### src/rtl/fp_mult_sequencer.sv
// fp_mult_sequencer: iterative IEEE-754 multiplier (binary32/binary64), one operation in flight; FP_MULT_SEQUENCER_STICKY_EN adds sticky flags.
// Latency: special operands 2 cycles, normal operands MW+3 cycles; result held in DONE until out_ready, in_ready only in IDLE.
module fp_mult_sequencer #(
  parameter int IS_DOUBLE = 0,
  parameter int WIDTH     = (IS_DOUBLE == 1) ? 64 : 32
) (
  input  logic             clk,
  input  logic             rst,
  input  logic             in_valid,
  output logic             in_ready,
  input  logic [WIDTH-1:0] op1,
  input  logic [WIDTH-1:0] op2,
  output logic             out_valid,
  input  logic             out_ready,
  output logic [WIDTH-1:0] result,
  output logic             is_nan,
  output logic             is_inf,
  output logic             is_zero,
  output logic             is_invalid
`ifdef FP_MULT_SEQUENCER_STICKY_EN
  ,
  input  logic             flags_clr,
  output logic [3:0]       sticky_flags
`endif
);
  localparam int EW = (IS_DOUBLE == 1) ? 11 : 8;
  localparam int FW = WIDTH - EW - 1;
  localparam int MW = FW + 1;
  localparam int XW = EW + 2;
  localparam int CW = $clog2(MW);
  localparam logic signed [XW-1:0] BIAS = XW'((1 << (EW - 1)) - 1);
  localparam logic signed [XW-1:0] EMAX = XW'((1 << EW) - 1);
  localparam logic [WIDTH-1:0] QNAN = {1'b0, {EW{1'b1}}, 1'b1, {(FW-1){1'b0}}};

  typedef enum logic [2:0] {IDLE, CLASSIFY, MULT, NORM, DONE} state_t;
  state_t state, state_nxt;

  logic [WIDTH-1:0]     a_q, b_q;
  logic [CW-1:0]        cnt;
  logic [MW-1:0]        mcand;
  logic [2*MW-1:0]      prod;
  logic                 sign_q;
  logic signed [XW-1:0] exp_q;
  logic [3:0]           flags_q;

  logic [EW-1:0] e1, e2;
  logic [FW-1:0] f1, f2;
  logic          z1, z2, inf1, inf2, nan1, nan2, sgn, special;

  // Exponent field of zero covers both true zeros and flushed denormals.
  assign e1      = a_q[WIDTH-2 -: EW];
  assign e2      = b_q[WIDTH-2 -: EW];
  assign f1      = a_q[FW-1:0];
  assign f2      = b_q[FW-1:0];
  assign z1      = (e1 == '0);
  assign z2      = (e2 == '0);
  assign inf1    = (&e1) && (f1 == '0);
  assign inf2    = (&e2) && (f2 == '0);
  assign nan1    = (&e1) && (f1 != '0);
  assign nan2    = (&e2) && (f2 != '0);
  assign sgn     = a_q[WIDTH-1] ^ b_q[WIDTH-1];
  assign special = nan1 | nan2 | inf1 | inf2 | z1 | z2;

  // Shift-add step: upper half accumulates, multiplier bits retire from the bottom.
  logic [MW:0] psum;
  assign psum = {1'b0, prod[2*MW-1:MW]} + (prod[0] ? {1'b0, mcand} : {(MW+1){1'b0}});

  logic                 hi, guard, sticky, rnd;
  logic [MW-1:0]        mant;
  logic [MW:0]          mant_r;
  logic [FW-1:0]        frac;
  logic signed [XW-1:0] exp_n;

  assign hi     = prod[2*MW-1];
  assign mant   = hi ? prod[2*MW-1:MW] : prod[2*MW-2:MW-1];
  assign guard  = hi ? prod[MW-1] : prod[MW-2];
  assign sticky = hi ? (|prod[MW-2:0]) : (|prod[MW-3:0]);
  assign rnd    = guard & (sticky | mant[0]);
  assign mant_r = {1'b0, mant} + {{MW{1'b0}}, rnd};
  assign frac   = mant_r[MW] ? mant_r[FW:1] : mant_r[FW-1:0];
  assign exp_n  = exp_q + $signed({{(XW-1){1'b0}}, hi}) + $signed({{(XW-1){1'b0}}, mant_r[MW]});

  always_ff @(posedge clk) begin
    if (rst) state <= IDLE;
    else     state <= state_nxt;
  end

  always_comb begin
    state_nxt = state;
    in_ready  = 1'b0;
    out_valid = 1'b0;
    case (state)
      IDLE: begin
        in_ready = !rst;
        if (in_valid) state_nxt = CLASSIFY;
      end
      CLASSIFY: state_nxt = special ? DONE : MULT;
      MULT:     if (cnt == CW'(MW - 1)) state_nxt = NORM;
      NORM:     state_nxt = DONE;
      DONE: begin
        out_valid = !rst;
        if (out_ready) state_nxt = IDLE;
      end
      default:  state_nxt = IDLE;
    endcase
  end

  always_ff @(posedge clk) begin
    if (rst) begin
      a_q     <= '0;
      b_q     <= '0;
      cnt     <= '0;
      mcand   <= '0;
      prod    <= '0;
      sign_q  <= 1'b0;
      exp_q   <= '0;
      result  <= '0;
      flags_q <= '0;
    end else begin
      case (state)
        IDLE: if (in_valid) begin
          a_q <= op1;
          b_q <= op2;
        end
        CLASSIFY: begin
          sign_q <= sgn;
          exp_q  <= $signed({2'b00, e1}) + $signed({2'b00, e2}) - BIAS;
          mcand  <= {1'b1, f1};
          prod   <= {{MW{1'b0}}, 1'b1, f2};
          cnt    <= '0;
          if (nan1 || nan2) begin
            result  <= QNAN;
            flags_q <= 4'b0100;
          end else if ((z1 && inf2) || (inf1 && z2)) begin
            result  <= QNAN;
            flags_q <= 4'b1100;
          end else if (inf1 || inf2) begin
            result  <= {sgn, {EW{1'b1}}, {FW{1'b0}}};
            flags_q <= 4'b0010;
          end else if (z1 || z2) begin
            result  <= {sgn, {(WIDTH-1){1'b0}}};
            flags_q <= 4'b0001;
          end
        end
        MULT: begin
          prod <= {psum, prod[MW-1:1]};
          cnt  <= cnt + CW'(1);
        end
        NORM: begin
          if (exp_n >= EMAX) begin
            result  <= {sign_q, {EW{1'b1}}, {FW{1'b0}}};
            flags_q <= 4'b0010;
          end else if (exp_n[XW-1] || exp_n == '0) begin
            result  <= {sign_q, {(WIDTH-1){1'b0}}};
            flags_q <= 4'b0001;
          end else begin
            result  <= {sign_q, exp_n[EW-1:0], frac};
            flags_q <= 4'b0000;
          end
        end
        default: ;
      endcase
    end
  end

  assign {is_invalid, is_nan, is_inf, is_zero} = flags_q;

`ifdef FP_MULT_SEQUENCER_STICKY_EN
  // A clear and a handshake in the same cycle keep the handshake's flags.
  always_ff @(posedge clk) begin
    if (rst) sticky_flags <= '0;
    else     sticky_flags <= (flags_clr ? 4'b0000 : sticky_flags) |
                             ((out_valid && out_ready) ? flags_q : 4'b0000);
  end
`endif
endmodule

### config.mk
export PLATFORM = sky130hd
export DESIGN_NAME = fp_mult_sequencer
export DESIGN_NICKNAME = d
export VERILOG_FILES = /design/src/rtl/fp_mult_sequencer.sv
export SDC_FILE = /design/constraint.sdc
export NUM_CORES = 1
export LEC_CHECK = 0
export ABC_CLOCK_PERIOD_IN_PS = 6600
export BUFFER_PORTS_ARGS = -buffer_cell sky130_fd_sc_hd__buf_2
export CORE_UTILIZATION = 40
export DETAILED_ROUTE_END_ITERATION = 12
export PLACE_DENSITY_LB_ADDON = 0.1
export REMOVE_ABC_BUFFERS = 1
export SETUP_SLACK_MARGIN = 0.02
export SYNTH_ARGS = -nofsm -noshare
export SYNTH_HDL_FRONTEND = slang
export SYNTH_SLANG_ARGS = --single-unit
### constraint.sdc
create_clock -name clk -period 6.6 [get_ports clk]
set_input_delay 1.98 -clock clk [delete_from_list [all_inputs] [get_ports clk]]
set_output_delay 1.98 -clock clk [all_outputs]
set_load 0.01 [all_outputs]
Word level (Yosys, flattened, before mapping)
Cells that the tools add are included.
Operators by class
  bitwise operators: 8
  divide/modulo/power cells: 0
  shifts and indexed selects: 0
  multipliers: 0
  multiplexer cells: 28
  $lt $le $gt $ge: 1
  eq/ne operators: 9
  add/sub/neg operators: 7
  reduce and logical (&&, ||, !) cells: 29
Operators with widths (number)
  two-way mux 32 bit: 4
  one-hot mux 48 bit (2 select lines): 1
  one-hot mux 32 bit (2 select lines): 1
  two-way mux 31 bit: 2
  two-way mux 24 bit: 2
  zero test 23 bit: 2
  nonzero test 23 bit: 2
  adder 24 x 1 -> 25 bit: 1
  adder 24 x 24 -> 25 bit: 1
  two-way mux 23 bit: 1
  OR reduction 23 bit: 1
  OR reduction 22 bit: 1
  adder 10 x 2 -> 10 bit: 2
  zero test 8 bit: 2
  two-way mux 4 bit: 4
  AND reduction 8 bit: 2
  one-hot mux 3 bit (5 select lines): 1
  two-way mux 3 bit: 4
  >= comparator 10 x 9 -> 1 bit (second input constant): 1
  zero test 10 bit: 1
  one-hot mux 5 bit (2 select lines): 1
  subtractor 9 x 7 -> 10 bit (second input constant): 1
  adder 8 x 8 -> 9 bit: 1
  one-hot mux 4 bit (2 select lines): 1
  other kinds (19): 42
Storage, ports and cells
  bits in latches: 0
  word-level logic and storage cells: 92
  bits in read-only memories: 0
  bits in registers: 191
  input bits: 68
  memories kept: 0
  memory bits (writable): 0
  output and inout bits: 38

Depth between registers and ports, before layout
Gate-level depths: netlist of run 1.
  depth after elaboration: 11
  depth in mapped cells: 24
  depth with buffers taken out: 19

Least setup slack after synthesis of run 1
OpenSTA, ideal clock, no wires.
  kind: register to register
  start: register prod[47]
  end: register result[10]
  clock period less this slack: 4.953 ns
  path buffers: 4
  data required time: 6.541 ns
  stages on the path, launching flop included: 23
  data arrival time: 4.895 ns
  slack: 1.647 ns
  cell sequence: dfxtp_1 buf_6 buf_12 clkbuf_1 clkbuf_1 mux2i_1 nor2b_1 ha_1 and3_1 o211ai_1 or4_4 nor2_8 inv_1 fa_1 inv_1 ha_1 nand3_1 xnor2_1 nor3_1 a311o_1 or2_2 a21oi_4 a22o_1
On the way
  longest elaborated chain between the ends: 10
Ends and longest elaborated chain
  start: declaration: line 41  | logic [2*MW-1:0] prod;
  start signal: assignment: line 129  | prod <= {{MW{1'b0}}, 1'b1, f2};
  start signal: assignment: line 146  | prod <= {psum, prod[MW-1:1]};
  parallel branches: the longest is 8 deep, another holds adder 24 x 1 -> 25 bit
  two-way mux 31 bit (*): line 150  | if (exp_n >= EMAX) begin
  one-hot mux 32 bit (2 select lines) (*): line 120  | case (state)
  end signal: assignment: line 151  | result <= {sign_q, {EW{1'b1}}, {FW{1'b0}}};
  end signal: assignment: line 154  | result <= {sign_q, {(WIDTH-1){1'b0}}};
  end signal: assignment: line 157  | result <= {sign_q, exp_n[EW-1:0], frac};
  end: declaration: line 15  | output logic [WIDTH-1:0] result,
Every way passes the cells marked *.
A chain may end at the register's enable or synchronous reset.

Final worst setup path of run 1
  start: register prod[47]
  end: register result[19]
Same word-level chain as after synthesis.

==> results of run 1 <==
kinds of logic (layout without fill, tap and decap cells):
group	after synthesis	count (layout)	synth area share
compound gates	350	350	0.223
xor+xnor	42	42	0.0369
fa+ha+maj	45	45	0.0587
buf+inv	97	164	0.0403
flops	191	191	0.383
mux	14	14	0.0143
simple gates	515	515	0.243
worst paths after layout:
path / from / to / slack [ns] / cells after the start
worst min-delay path: mcand[14] / mcand[14] / 0.45 / 2
worst min register to register: mcand[14] / mcand[14] / 0.45 / 2
worst max register to register: prod[47] / result[19] / 1.76 / 17
worst max-delay path: prod[47] / result[19] / 1.76 / 17
worst register-to-register path, cell delays in order (launching register included):
cell	delay, ns
dfxtp_2	0.40
buf_4	0.47
mux2i_1	0.14
and2b_1	0.31
nand2_1	0.10
or4_4	0.54
nor2_8	0.20
inv_1	0.14
fa_1	0.43
inv_1	0.08
ha_1	0.24
nand3_1	0.12
xnor2_1	0.26
nor3_1	0.12
a311o_1	0.41
nor2_2	0.48
o21ai_0	0.19
o21ai_1	0.15
per-stage QoR:
stage	cells	worst slack, ns	setup TNS, ns
6_report	1645	1.76	0
5_1_grt	1645	1.43	0
4_1_cts	1645	1.79	0
3_5_place_dp	1614	1.81	0
3_3_place_gp	1614	1.92	0
2_1_floorplan	1175	-0.500	-32.01
cells in the final DEF (no fill, tap or decap), types with 4 or more instances in the layout:
cell / count
a211oi_1: 23
a21o_1: 11
a21oi_1: 164
a22o_1: 17
a22oi_1: 41
a311o_1: 4
a311oi_1: 5
a31oi_1: 9
a32oi_1: 4
and2_1: 30
and3_1: 5
buf_2: 104
buf_4: 11
clkbuf_16: 17
dfxtp_1: 190
ha_1: 42
inv_1: 18
mux2i_1: 12
nand2_1: 266
nand2b_1: 4
nand3_1: 15
nand3b_1: 5
nand4_1: 16
nor2_1: 82
nor2b_1: 12
nor3_1: 19
nor3b_1: 4
nor4_1: 23
o211ai_1: 5
o21a_1: 8
o21ai_0: 27
o21bai_1: 6
or2_2: 6
or3_1: 4
xnor2_1: 25
xor2_1: 17
Yosys cell counts (all sizes together), types with 9 or more instances:
cell type and n:
a21o 11, and2 31, o21ai 29, mux2i 12, clkbuf 71, dfxtp 191
nand3 15, a31oi 9, nor3 19, nor2 86, a21oi 165, a22o 17
inv 18, ha 42, a22oi 41, nand4 17, nor4 24, a211oi 23
xnor2 25, nor2b 13, xor2 17, nand2 267
report_power, final:
| group | internal, uW | switching, uW | total [uW] | leakage [uW] |
|---|---|---|---|---|
| combinational | 122 | 226 | 348 | 0.00264 |
| clock | 610 | 461 | 1070 | 0.000291 |
| sequential | 1210 | 57.9 | 1270 | 0.00155 |
flip-flops by register name (all words and copies together) (netlist names):
| signal | cells |
|---|---|
| flags_q | 4 |
| cnt | 5 |
| a_q | 32 |
| prod | 48 |
| sign_q | 1 |
| mcand | 24 |
| b_q | 32 |
| result | 32 |
| exp_q | 10 |
| state | 3 |
area by class of cell:
| class | instances | area (um2) | share of cell area |
|---|---|---|---|
| clock buffers | 20 | 447 | 0.0396 |
| multi-input cells | 966 | 5770 | 0.512 |
| flip-flops and latches | 191 | 3820 | 0.339 |
| repair buffers | 115 | 603 | 0.0535 |
| inverters | 18 | 67.6 | 0.00599 |
| well taps | 324 | 405 | 0.0360 |
| clock inverters | 11 | 155 | 0.0138 |
layer usage:
metal | global-route usage | vias to the layer above
li1 | - | 4547
met1 | 0.304 | 4129
met2 | 0.328 | 154
met3 | 0.0296 | 15
met4 | 0.0390 | 0
met5 | 0 | -
==> flow_summary_export.csv, run 1 <==
group,metric,value,unit
power_and_ir_drop,p_leak,0.00449,uW
die,rows,57,
die,core_area,24400,um2
die,ios,106,
synthesis,synthesis.area,9970,um2
drt,ant_nets,0,
sta,fmax,207,MHz
layout,num_antenna_cells,0,
setup_path,crit_top_cell,"inv_1",
placement,port_buffers,105,
layout,fillCellCount,2494,
outcome,status,"finished, final reports clean",
grt,antenna_found_initial,0,
sta,whs,0.451,ns
min_path,hold_path.class,"register to register",
drt,drc,0,
sta,hold_viol,0,
synthesis,synth_seq_cells,191,
synthesis,yosysWarnings,0,
setup_path,critPathMaxFanout,49,
clocking,clkTransAtPathRegs,0.07,ns
clocking,cts_setup_buffers,0,
setup_path,cp.arrival,5.21,ns
clocking,htreeDepth,4,
drt,maxUsedRoutingLayer,"met4",
drt,wl,26400,um
die,die_area,25600,um2
setup_path,cp.required,6.96,ns
grt,grt_overflow,0,
grt,track_usage,0.208,
setup_path,crit_path_max_incr_delay,0.54,ns
sta,setup_viol,0,
layout,fin_nets,1422,
sta,clock_skew,0.0123,ns
grt,grt_max_degree,86,
clocking,cts_sinks,191,
die,start_util,0.409,
synthesis,synth_cells,1254,
drt,wl_met1,13800,um
layout,fin_area,11300,um2
synthesis,synth_largest_area_cell,"dfxtp_1",
setup_path,path_cells,"buf_4 > mux2i_1 > and2b_1 > nand2_1 > or4_4 > nor2_8 > inv_1 > fa_1 > inv_1 > ha_1 > nand3_1 > xnor2_1 > nor3_1 > a311o_1 > nor2_2 > o21ai_0 > o21ai_1",
placement,gp_congestion,0.881,
grt,grt_pass1_vias,8148,
clocking,tritoncts,"done",
power_and_ir_drop,powerDensity,239,nW/um2
setup_path,critPathKind,"register to register",
clocking,cts_buffers,17,
setup_path,cp_slowest_cell,"or4_4",
drt,vias_per_cell,5.38,
sta,drv_slew,0,
power_and_ir_drop,vdd_drop_max,131,uV
layout,drive_above_1_share,0.131,
drt,dr.pass1.iters,7,
drt,vias,8845,
sta,relSlewSlack,0.357,
synthesis,yosys.area.top_type_share,0.383,
clocking,clk_path_buf_depth,2,
synthesis,synth_edf_count,0,
sta,worst_pin_slew,0.963,ns
drt,avgRoutedWirePerCell,16.0,um
drt,drtIter0Drc,494,
placement,post-dp-hpwl,18400,um
synthesis,ys.flop_type,"dfxtp_1",
setup_path,end_kind,"register",
die,die_h,160,um
sta,post-route-period-util,0.734,
clocking,insertion_delay,0.43,ns
synthesis,synth_cell_types,78,
clocking,ctsHoldBuffers,0,
synthesis,syn_avg_cell_area,7.95,um2
drt,wl_met2,11500,um
power_and_ir_drop,total_power,2690,uW
die,dieWidth,160,um
layout,synthToLayoutAreaGrowth,13.0,%
sta,rsz0062_at_grt,"false",
synthesis,yosysSeqAreaShare,0.383,
layout,final_util,0.462,
placement,place_area,10700,um2
setup_path,crit_family,"simple AND/OR/NAND/NOR gates",
clocking,cts_resized,0,
grt,grt_first_pass_wirelength,43200,um
setup_path,startpoint_type,"register",
synthesis,synthArstFlopShare,0,
setup_path,path_buf_inv,3,
flow_run,maxCapViolCount,0,
synthesis,ys_top_cells_by_area,"dfxtp_1 (38%), nand2_1 (10%), a21oi_1 (8.2%)",
clocking,cts-root-buf,"clkbuf_16",
sta,period_minus_slack,4.84,ns
drt,met3_length,835,um
Note: power is estimated with default switching activity, not from simulation.
==> inputs of run 2 (changes only) <==
--- a/config.mk
+++ b/config.mk
@@ -5,7 +5,7 @@
 export SDC_FILE = /design/constraint.sdc
 export NUM_CORES = 1
 export LEC_CHECK = 0
-export ABC_CLOCK_PERIOD_IN_PS = 6600
+export ABC_CLOCK_PERIOD_IN_PS = 4200
 export BUFFER_PORTS_ARGS = -buffer_cell sky130_fd_sc_hd__buf_2
 export CORE_UTILIZATION = 40
 export DETAILED_ROUTE_END_ITERATION = 12
==> constraint.sdc (replaced) <==
create_clock -name clk -period 4.2 [get_ports clk]
set_input_delay 1.26 -clock clk [delete_from_list [all_inputs] [get_ports clk]]
set_output_delay 1.26 -clock clk [all_outputs]
set_load 0.01 [all_outputs]
==> run 2 against run 1 <==
Clock power up 50%. Core utilization up 2.2 points. Critical path depth up 1. Via count up 2.8%. Sequential power up 57%. Largest cell class unchanged. Largest power group unchanged.
==> flow_summary_export.csv, run 2 (synthesis gave the netlist of run 1 again) <==
group,metric,value,unit
die,die_h,160,um
clocking,clkTransAtPathRegs,0.08,ns
sta,post-route-period-util,0.980,
power_and_ir_drop,p_leak,0.00479,uW
die,core_area,24400,um2
layout,fin_nets,1478,
power_and_ir_drop,p_int,2910,uW
drt,drtIter0Drc,532,
grt,use_met1,0.309,
die,ios,106,
setup_path,end_kind,"register",
sta,layout_setup_ws,0.0843,ns
outcome,status,"finished, final reports clean",
clocking,clk_path_buf_depth,2,
placement,port_buffers,105,
setup_path,cp.required,4.59,ns
layout,layout_common_cells,"nand2_1 (266), dfxtp_1 (190), a21oi_1 (164)",
grt,grt_util_met2,0.338,
sta,period_minus_slack,4.12,ns
grt,grt_overflow,0,
grt,grt_pass1_vias,8621,
clocking,tritoncts,"done",
drt,vias,9089,
layout,synthToLayoutAreaGrowth,18.5,%
sta,fmax,243,MHz
placement,gp_congestion,0.825,
setup_path,regToRegEndpoint,"result[8]",
power_and_ir_drop,powerDensity,354,nW/um2
grt,track_usage,0.215,
sta,rsz0062_at_grt,"true",
clocking,insertion_delay,0.44,ns
power_and_ir_drop,vdd_drop_max,262,uV
layout,drive_above_1_share,0.178,
grt,antenna_found_initial,0,
sta,relSlewSlack,0.354,
drt,avgRoutedWirePerCell,15.9,um
min_path,hold_path_end,"mcand[16]",
layout,mostFrequentLayoutCell,"nand2_1",
placement,post-dp-hpwl,18600,um
sta,worst_pin_slew,0.967,ns
setup_path,reg2reg_from,"prod[47]",
setup_path,cp.arrival,4.51,ns
sta,drv_slew,0,
die,rows,57,
layout,top_register,"prod",
clocking,cts_buffers,17,
clocking,htreeDepth,4,
die,start_util,0.409,
setup_path,startpoint_type,"register",
power_and_ir_drop,p_switching,1270,uW
min_path,worstHoldStart,"mcand[16]",
drt,drc,0,
drt,dr.pass1.iters,5,
die,die_area,25600,um2
die,dieWidth,160,um
layout,num_antenna_cells,0,
power_and_ir_drop,swShare,0.304,
clocking,ctsHoldBuffers,0,
drt,vias_per_cell,5.34,
sta,setup_viol,0,
grt,grt_first_pass_wirelength,44600,um
min_path,hold_path.class,"register to register",
setup_path,critPathKind,"register to register",
clocking,cts_sinks,191,
clocking,cts-root-buf,"clkbuf_16",
power_and_ir_drop,pwr-share-clk,0.386,
sta,clock_skew,0.0114,ns
drt,ant_nets,0,
grt,grt_max_degree,167,
setup_path,critPathMaxFanout,26,
placement,place_area,11100,um2
drt,wl,27000,um
layout,final_util,0.484,
grt,busiest_layer,"met2",
min_path,holdPathStages,2,
grt,grt.met3_usage,0.0325,
flow_run,maxCapViolCount,0,
layout,fin_area,11800,um2
layout,largest_register_ff_count,48,
setup_path,worst-r2r-cell-count,18,
power_and_ir_drop,power_frac_seq,0.477,
power_and_ir_drop,comb_power_share,0.138,
placement,preCtsSetupSlack,-0.130,ns
setup_path,rrSetupSlack,0.08,ns
sta,hold_viol,0,
==> run 2: final cells by class <==
class	count	area, um2
fill	2526	12600
clock buffer	18	429
timing repair buffer	171	1090
inverter	18	70.1
sequential	191	3830
multi-input combinational	966	5850
tap	324	405
clock inverter	14	148
==> run 2: worst max path at each step <==
stage,startpoint,endpoint
after floorplan,in_valid,a_q[0]
after global placement,prod[47],result[19]
after detailed placement,prod[47],result[19]
after CTS,prod[47],result[9]
after global routing,prod[47],result[8]
final,prod[47],result[8]
==> run 2: worst max-delay path, stage by stage, from the launching register on <==
cell	delay, ns
dfxtp_4	0.38
buf_12	0.16
nand2b_1	0.19
a21oi_1	0.20
nand2_1	0.12
or4_4	0.59
nor2_8	0.11
inv_4	0.05
fa_2	0.36
buf_4	0.15
and3b_1	0.21
nand4_1	0.11
xor2_1	0.21
nand2_1	0.08
a311o_1	0.36
buf_4	0.15
or2_4	0.24
a21oi_4	0.23
a22o_1	0.17
==> run 2: power groups by stage <==
| stage | Sequential, uW | Combinational [uW] | Clock [uW] |
|---|---|---|---|
| after floorplan | 2020 | 349 | 0 |
| after global placement | 2030 | 569 | 0 |
| after detailed placement | 2030 | 576 | 0 |
| after CTS | 1990 | 581 | 1650 |
| after global routing | 2010 | 658 | 1710 |
| final | 1990 | 576 | 1610 |
==> run 2: metrics by stage <==
stage / total power (uW) / setup TNS [ns] / cells / hold slack (ns)
final: 4180 / 0 / 1702 / 0.453
after global routing: 4380 / -0.653 / 1702 / 0.474
after detailed placement: 2610 / -1.23 / 1662 / 0.443
after floorplan: 2370 / -170.13 / 1175 / 0.426
after global placement: 2600 / -0.173 / 1662 / 0.439
after CTS: 4220 / 0 / 1700 / 0.454
==> run 2: metal layers <==
layer / part of all wire / vias up
met3: 0.037 / 23
met4: 0.011 / 0
met1: 0.51 / 4232
met5: 0 / -
li1: - / 4662
met2: 0.44 / 172
==> run 2: repair_timing <==
action / CTS / global route
gates resized for setup: 6 / 16
buffers inserted: 5 / 2
pin swaps: 2 / 16
gates cloned: 1 / 0
endpoints found under the setup margin: 22 / 28
